File: src/rtl/imem_load_ctrl_if.sv
// Loader word stream and single-port instruction-memory bus seen by imem_load_ctrl.
// The slave modport is the controller; master is the loader/memory side.
interface imem_load_ctrl_if #(
  parameter int AW = 10
);
  logic          ld_valid;
  logic          ld_ready;
  logic [31:0]   ld_data;
  logic          ld_last;
  logic [AW-1:0] mem_addr;
  logic          mem_we;
  logic [31:0]   mem_wdata;
  logic [31:0]   mem_rdata;

  modport master (
    output ld_valid, ld_data, ld_last, mem_rdata,
    input  ld_ready, mem_addr, mem_we, mem_wdata
  );

  modport slave (
    input  ld_valid, ld_data, ld_last, mem_rdata,
    output ld_ready, mem_addr, mem_we, mem_wdata
  );
endinterface

File: src/rtl/imem_load_ctrl.sv
// Instruction-memory owner: clears the array, streams a program in while the core is held,
// then hands the memory to the fetch stage with NOP substitution on faulting fetches.
//
// state | meaning
// CLEAR | zero one word per cycle, addresses 0..DEPTH-1
// LOAD  | accept loader words into consecutive addresses, core held
// RUN   | memory owned by fetch, core released
module imem_load_ctrl #(
  parameter int          DEPTH     = 1024,
  parameter int          AW        = 10,
  parameter int          BOOT_LOAD = 1,
  parameter int          CLEAR_EN  = 1,
  parameter logic [31:0] NOP_WORD  = 32'h0000_0013
) (
  input  logic          clk,
  input  logic          rst_n,
  input  logic          load_req_i,
  input  logic [31:0]   if_pc_i,
  output logic [31:0]   if_instr_o,
  output logic          if_fault_o,
  output logic          core_hold_o,
  output logic [AW:0]   load_count_o,
  output logic          ld_overflow_o,
  imem_load_ctrl_if.slave bus
);

  localparam logic [1:0]  S_CLEAR = 2'd0;
  localparam logic [1:0]  S_LOAD  = 2'd1;
  localparam logic [1:0]  S_RUN   = 2'd2;
  localparam logic [1:0]  S_RESET = (CLEAR_EN != 0) ? S_CLEAR :
                                    ((BOOT_LOAD != 0) ? S_LOAD : S_RUN);
  localparam logic [AW:0] LAST    = (AW+1)'(DEPTH - 1);
  localparam logic [29:0] DEPTH_W = 30'(DEPTH);

  logic [1:0]  state_q, state_d;
  logic [AW:0] ptr_q, ptr_d;
  logic [AW:0] count_q, count_d;
  logic        ovf_q, ovf_d;
  logic        reload_q, reload_d;
  logic        we_c, ready_c, hold_c;

  always_comb begin
    state_d        = state_q;
    ptr_d          = ptr_q;
    count_d        = count_q;
    ovf_d          = ovf_q;
    reload_d       = reload_q;
    we_c           = 1'b0;
    ready_c        = 1'b0;
    hold_c         = 1'b1;
    bus.mem_addr   = if_pc_i[AW+1:2];
    bus.mem_wdata  = 32'h0;
    if_fault_o     = 1'b0;
    if_instr_o     = NOP_WORD;
    case (state_q)
      S_CLEAR: begin
        we_c         = 1'b1;
        bus.mem_addr = ptr_q[AW-1:0];
        ptr_d        = ptr_q + 1'b1;
        if (ptr_q == LAST) begin
          ptr_d    = '0;
          reload_d = 1'b0;
          // A clear started by load_req always continues into a load.
          if ((BOOT_LOAD != 0) || reload_q) begin
            state_d = S_LOAD;
            count_d = '0;
          end else begin
            state_d = S_RUN;
          end
        end
      end
      S_LOAD: begin
        ready_c       = 1'b1;
        bus.mem_addr  = ptr_q[AW-1:0];
        bus.mem_wdata = bus.ld_data;
        we_c          = bus.ld_valid;
        if (bus.ld_valid) begin
          ptr_d   = ptr_q + 1'b1;
          count_d = ptr_q + 1'b1;
          if (bus.ld_last) begin
            state_d = S_RUN;
            ptr_d   = '0;
          end else if (ptr_q == LAST) begin
            ovf_d   = 1'b1;
            state_d = S_RUN;
            ptr_d   = '0;
          end
        end
      end
      S_RUN: begin
        hold_c     = 1'b0;
        if_fault_o = (if_pc_i[1:0] != 2'b00) || (if_pc_i[31:2] >= DEPTH_W);
        if_instr_o = if_fault_o ? NOP_WORD : bus.mem_rdata;
        if (load_req_i) begin
          ptr_d = '0;
          if (CLEAR_EN != 0) begin
            state_d  = S_CLEAR;
            reload_d = 1'b1;
          end else begin
            state_d = S_LOAD;
            count_d = '0;
          end
        end
      end
      default: state_d = S_RESET;
    endcase
  end

  // Reset overrides the state decode so the memory is never written while rst_n is low.
  assign bus.mem_we    = we_c & rst_n;
  assign bus.ld_ready  = ready_c & rst_n;
  assign core_hold_o   = hold_c | ~rst_n;
  assign load_count_o  = count_q;
  assign ld_overflow_o = ovf_q;

  always_ff @(posedge clk or negedge rst_n) begin
    if (!rst_n) begin
      state_q  <= S_RESET;
      ptr_q    <= '0;
      count_q  <= '0;
      ovf_q    <= 1'b0;
      reload_q <= 1'b0;
    end else begin
      state_q  <= state_d;
      ptr_q    <= ptr_d;
      count_q  <= count_d;
      ovf_q    <= ovf_d;
      reload_q <= reload_d;
    end
  end

endmodule

File: src/flat_wrapper.sv
// flat-port wrapper written by rule: the top's interface ports become plain ports
module imem_load_ctrl_flat 
#(
  parameter int          DEPTH     = 1024,
  parameter int          AW        = 10,
  parameter int          BOOT_LOAD = 1,
  parameter int          CLEAR_EN  = 1,
  parameter logic [31:0] NOP_WORD  = 32'h0000_0013
)
  (clk, rst_n, load_req_i, if_pc_i, if_instr_o, if_fault_o, core_hold_o, load_count_o, ld_overflow_o, bus_ld_valid, bus_ld_data, bus_ld_last, bus_mem_rdata, bus_ld_ready, bus_mem_addr, bus_mem_we, bus_mem_wdata);
  imem_load_ctrl_if #(.AW(AW)) bus_i ();
  input  logic clk;
  input  logic rst_n;
  input  logic load_req_i;
  input  logic [31:0] if_pc_i;
  output logic [31:0] if_instr_o;
  output logic if_fault_o;
  output logic core_hold_o;
  output logic [AW:0] load_count_o;
  output logic ld_overflow_o;
  input wire logic [$bits(bus_i.ld_valid)-1:0] bus_ld_valid;
  input wire logic [$bits(bus_i.ld_data)-1:0] bus_ld_data;
  input wire logic [$bits(bus_i.ld_last)-1:0] bus_ld_last;
  input wire logic [$bits(bus_i.mem_rdata)-1:0] bus_mem_rdata;
  output wire logic [$bits(bus_i.ld_ready)-1:0] bus_ld_ready;
  output wire logic [$bits(bus_i.mem_addr)-1:0] bus_mem_addr;
  output wire logic [$bits(bus_i.mem_we)-1:0] bus_mem_we;
  output wire logic [$bits(bus_i.mem_wdata)-1:0] bus_mem_wdata;
  assign bus_i.ld_valid = bus_ld_valid;
  assign bus_i.ld_data = bus_ld_data;
  assign bus_i.ld_last = bus_ld_last;
  assign bus_i.mem_rdata = bus_mem_rdata;
  assign bus_ld_ready = bus_i.ld_ready;
  assign bus_mem_addr = bus_i.mem_addr;
  assign bus_mem_we = bus_i.mem_we;
  assign bus_mem_wdata = bus_i.mem_wdata;
  imem_load_ctrl #(.DEPTH(DEPTH), .AW(AW), .BOOT_LOAD(BOOT_LOAD), .CLEAR_EN(CLEAR_EN), .NOP_WORD(NOP_WORD)) u_core (.clk(clk), .rst_n(rst_n), .load_req_i(load_req_i), .if_pc_i(if_pc_i), .if_instr_o(if_instr_o), .if_fault_o(if_fault_o), .core_hold_o(core_hold_o), .load_count_o(load_count_o), .ld_overflow_o(ld_overflow_o), .bus(bus_i));
endmodule
File: config.mk
export PLATFORM = sky130hd
export DESIGN_NAME = imem_load_ctrl_flat
export DESIGN_NICKNAME = d
export VERILOG_FILES = /design/src/rtl/imem_load_ctrl_if.sv /design/src/rtl/imem_load_ctrl.sv /design/src/flat_wrapper.sv
export SDC_FILE = /design/constraint.sdc
export NUM_CORES = 1
export LEC_CHECK = 0
export BUFFER_PORTS_ARGS = -buffer_cell sky130_fd_sc_hd__buf_2
export CELL_PAD_IN_SITES_DETAIL_PLACEMENT = 1
export CELL_PAD_IN_SITES_GLOBAL_PLACEMENT = 1
export CORE_MARGIN = 3
export CORE_UTILIZATION = 25
export CTS_CLUSTER_DIAMETER = 30
export CTS_CLUSTER_SIZE = 12
export DETAILED_ROUTE_END_ITERATION = 8
export GPL_TIMING_DRIVEN = 0
export MAX_ROUTING_LAYER = met4
export PLACE_DENSITY = 0.95
export SLEW_MARGIN = 20
export SYNTH_ARGS = -nofsm -noshare
export SYNTH_HDL_FRONTEND = slang
export SYNTH_SLANG_ARGS = --single-unit
File: constraint.sdc
create_clock -name clk -period 6.4 [get_ports clk]
set_input_delay 0.64 -clock clk [delete_from_list [all_inputs] [get_ports clk]]
set_output_delay 0.64 -clock clk [all_outputs]
set_load 0.02 [all_outputs]
Yosys cells after proc, flatten, opt, wreduce, memory -nomap -nowiden
Index checks and enable logic that the tools add are counted.
Widths: inputs -> output; s select.
{"block": "totals", "regBits": 25, "in_bits": 101, "elab_cells": 50}
{"block": "classes", "n_addsub": 1, "n_lt_le_gt_ge": 1, "n_eq_ne": 7, "muxes": 22, "n_bitwise": 5, "reduce_logical": 10}
{"cell": "$mux 32", "n": 3}
{"cell": "$mux 11", "n": 6}
{"cell": "$pmux 11 s3", "n": 1}
{"cell": "$ge 30x11->1 const B", "n": 1}
{"cell": "$pmux 11 s2", "n": 1}
{"cell": "$add 11x1->11 const B", "n": 1}
{"cell": "$eq 11x10->1 const B", "n": 1}
{"cell": "$mux 10", "n": 1}
{"cell": "$mux 2", "n": 5}
{"cell": "$reduce_and 4->1", "n": 2}
{"cell": "$pmux 2 s3", "n": 1}
{"cell": "$reduce_and 3->1", "n": 2}
{"cell": "$ne 2x2->1 const B", "n": 2}
{"cell": "$reduce_bool 2->1", "n": 2}
{"cell": "$mux 1", "n": 3}
{"cell": "$ne 3x2->1 const B", "n": 1}
{"cell": "$reduce_bool 3->1", "n": 1}
{"cell": "$and 1x1->1", "n": 2}
{"cell": "$eq 2x1->1 const B", "n": 1}
{"cell": "$eq 2x2->1 const B", "n": 1}
{"cell": "$logic_not 2->1", "n": 1}
{"cell": "$ne 2x1->1 const B", "n": 1}
{"cell": "$not 1->1", "n": 2}
{"cell": "$pmux 1 s2", "n": 1}
{"cell": "other kinds (3)", "n": 3}

Depth between registers and ports, before layout
{"block": "logic_depth", "ltp_word": 5, "ltp_mapped": 8, "ltp_nobuf": 6}

Least setup slack after synthesis
OpenSTA, ideal clock, no wires.
{"block": "synth_path", "kind": "input-to-output", "start": "in if_pc_i[1]", "end": "out if_instr_o[10]", "arrival_ps": 1992, "required_ps": 5760, "slack_ps": 3768, "stages": 5, "path_buffers": 1, "cell_sequence": "nor4_1 -> nand2_1 -> nor4_1 -> clkbuf_1 -> and2_1"}
{"block": "synth_via", "elab_chain_len": 4}
{"element": "start, declared", "line_no": "flat_wrapper.sv:15", "text": "input logic [31:0] if_pc_i;"}
{"element": "$reduce_bool 2->1", "line_no": "imem_load_ctrl.sv:92", "text": "if_fault_o = (if_pc_i[1:0] != 2'b00) || (if_pc_i[31:2] >= DEPTH_W);"}
{"element": "$logic_or 1x1->1", "line_no": "imem_load_ctrl.sv:92"}
{"element": "$mux 32", "line_no": "imem_load_ctrl.sv:93", "text": "if_instr_o = if_fault_o ? NOP_WORD : bus.mem_rdata;"}
{"element": "$mux 32", "line_no": "imem_load_ctrl.sv:55", "text": "case (state_q)"}
{"element": "end, declared", "line_no": "flat_wrapper.sv:16", "text": "output logic [31:0] if_instr_o;"}
Every way passes these cells.

Worst setup path in the final report
{"block": "layout_path", "start": "in if_pc_i[0]", "end": "out if_instr_o[20]"}
Same word-level chain as after synthesis.

==> reports/metrics.cfg <==
[status]
status=complete, no violations

[power]
clkPwrFrac=0.334
p_per_area_mw_per_mm2=94.2
power_mw=0.288
leakage_nw=1.69
irDropWorstVdd_mv=0.0542
pwr-share-seq=0.548
p_comb_frac=0.118
p_int_mw=0.225
swShare=0.220
p_sw_mw=0.0633

[drt]
routed.top_layer=met4
drt-vias-per-instance=4.68
final_antenna_net_count=0
firstDrtPassIters=4
wire_per_inst_um=15.4
met1_length_mm=2.89
vias=2436
drcViolationCount=0
wl_met3_um=782
routed_wl_mm=8.03
drt_iter0_drc=54
met2_length_mm=4.23

[logic_synthesis]
yosysTopAreaCell=dfrtp_1
synth.most_common_cell=and2_1
synth_nets=332
synth.area.top_cells=dfrtp_1 (32%), and2_1 (20%), mux2_2 (4.6%), o2bb2ai_1 (4.1%), nand2_1 (3.7%)
synth_cells=227
syn-cell-area_mm2=0.00194
synthDistinctLibCells=37
synth_commonest_cells=and2_1 (62), dfrtp_1 (25), nand2_1 (19)
yosysWarnings=0
syn_avg_cell_area_um2=8.54
synth.top_cell.area_share=0.323
ys_seq_area_frac=0.323
async_reset_ff_frac=1.00
synth_ff_type=dfrtp_1
synth_seq_cells=25
synth_edf_count=0

[clock_tree]
cts_buffer_depth=2
cts.sinks=25
cts_tree=yes
postCtsResizedCells=0
cts_buffers=3
cts_setup_buffers=0
htreeDepth=1
clkLatencyLatePin_ns=0.27
clk_pin_slew_ns=0.09
ctsRootBufferMaster=clkbuf_8
hold_buffers=0

[worst_setup_path]
cp_data_arrival_time_ns=2.48
cpPeakStageDelay_ns=0.69
required_ns=5.76
path_cells=buf_2 > nor4_1 > nand2_1 > nor4_1 > clkbuf_1 > and2_1 > buf_2
cp-start-kind=input port
endpoint_kind=output pin
path_class=in2out
crit_slowest_cell=nor4_1
cp_max_fo=10

[layout]
multi_input_area_mm2=0.00121
final_net_count=527
fillers=958
area_delta_synth_final_pct=57.8
seqCellArea_um2=626
final_cells=520
antenna_cells=0
drive_gt1_frac=0.506

[global_routing]
grtUsageTotal=0.183
antenna_found_initial=0
grt_max_degree=29
grt_pass1_vias=2685
grt_pass1_wl_mm=12.6
grt_overflow=0

[timing]
slew-limit-headroom=0.476
drv_slew=0
fin_crit_ns=3.12
rsz0062_at_grt=no
period_share=0.487
setup_slack_ns=3.28
tightest_slew_ns=0.778
fin_skew_ns=0.00814
setup_viol=0
fmax_ghz=0.321
fin_tns_setup_ns=0
finalHoldViolCount=0

[floorplan]
initial_core_util=0.263
ios=191
rows=31
die_h_um=94.0
die_w_um=94.0
dieArea_mm2=0.00884
core-area_mm2=0.00737

[placement]
placed_cells_incl_taps=516
gp_congestion=0.833
place_hpwl_mm=6.83
port_buffers=190
dp_slack_ns=3.22

[job]
cap_violations=0

[min_path]
hp-class=in2async

-- logic make-up after synthesis --
family | Yosys count | synth area share
muxes | 8 | 0.0465
adders and majority gates | 4 | 0.0258
buffers and inverters | 21 | 0.0504
xor gates and xnor gates | 9 | 0.0407
and+or+nand+nor | 123 | 0.370
AOI/OAI and AO/OA | 37 | 0.144
DFF | 25 | 0.323
-- cell type report --
class,instances,area share
inverter,7,0.00859
sequential,25,0.205
multi-input combinational,181,0.397
clock buffer,4,0.0147
buffer,14,0.0233
tap,99,0.0405
timing repair buffer,190,0.311
-- metrics by stage --
step / instance area [um^2] / utilization / hold WS (ns)
after floorplan: 1940 / - / 0.344
after global placement: 3010 / 0.409 / 0.471
after detailed placement: 3010 / 0.409 / 0.468
after CTS: 3060 / 0.415 / 0.385
after global routing: 3060 / 0.415 / 0.404
final: 3060 / 0.415 / 0.355
-- registers in the layout, summed over array words and instances, names as in the netlist --
| name | flops |
|---|---|
| u_core.load_count_o | 11 |
| u_core.ptr_q | 11 |
| u_core.ld_overflow_o | 1 |
| u_core.state_q | 2 |
-- power by group through the flow --
stage	Combinational (mW)	Clock, mW	Sequential [mW]
after floorplan	0.00201	0	0.161
after global placement	0.0341	0	0.161
after detailed placement	0.0348	0	0.161
after CTS	0.0349	0.0972	0.158
after global routing	0.0386	0.104	0.158
final	0.0340	0.0961	0.158
-- layer usage --
layer,global-route usage,vias to the layer above
li1,-,1163
met2,0.356,142
met3,0.0369,11
met1,0.184,1120
met4,0.0505,0
met5,-,-
-- critical path: cells and delay by family --
family	cells	cell delay (ns)
and+or+nand+nor	4	1.24
buffers and inverters	3	0.58
-- layout by cell type, fill, tap and decap left out, drive strengths merged, types with 7 or more instances in the layout --
cell,synthesis,layout
mux2,8,8
and2,62,62
inv,7,7
nor4,9,9
buf,5,195
dfrtp,25,25
nand2,19,19
o2bb2ai,11,11
clkbuf,9,13
-- final timing paths --
path                       depth (start not counted)  slack (ns)                            endpoint                              from
setup / recovery                                   7        3.28                      if_instr_o[20]                        if_pc_i[0]
hold / removal                                     1        0.35         u_core.ptr_q[6]$_DFFE_PN0P_                             rst_n
setup reg to reg                                   8        3.95         u_core.ptr_q[1]$_DFFE_PN0P_     u_core.state_q[1]$_DFFE_PN0P_
hold reg to reg                                    1        0.48    u_core.ld_overflow_o$_DFFE_PN0P_  u_core.ld_overflow_o$_DFFE_PN0P_
max in group asynchronous                          1        5.65  u_core.load_count_o[7]$_DFFE_PN0P_                             rst_n
min in group clk                                   1        0.48    u_core.ld_overflow_o$_DFFE_PN0P_  u_core.ld_overflow_o$_DFFE_PN0P_
(Power assumes the default switching activity.)
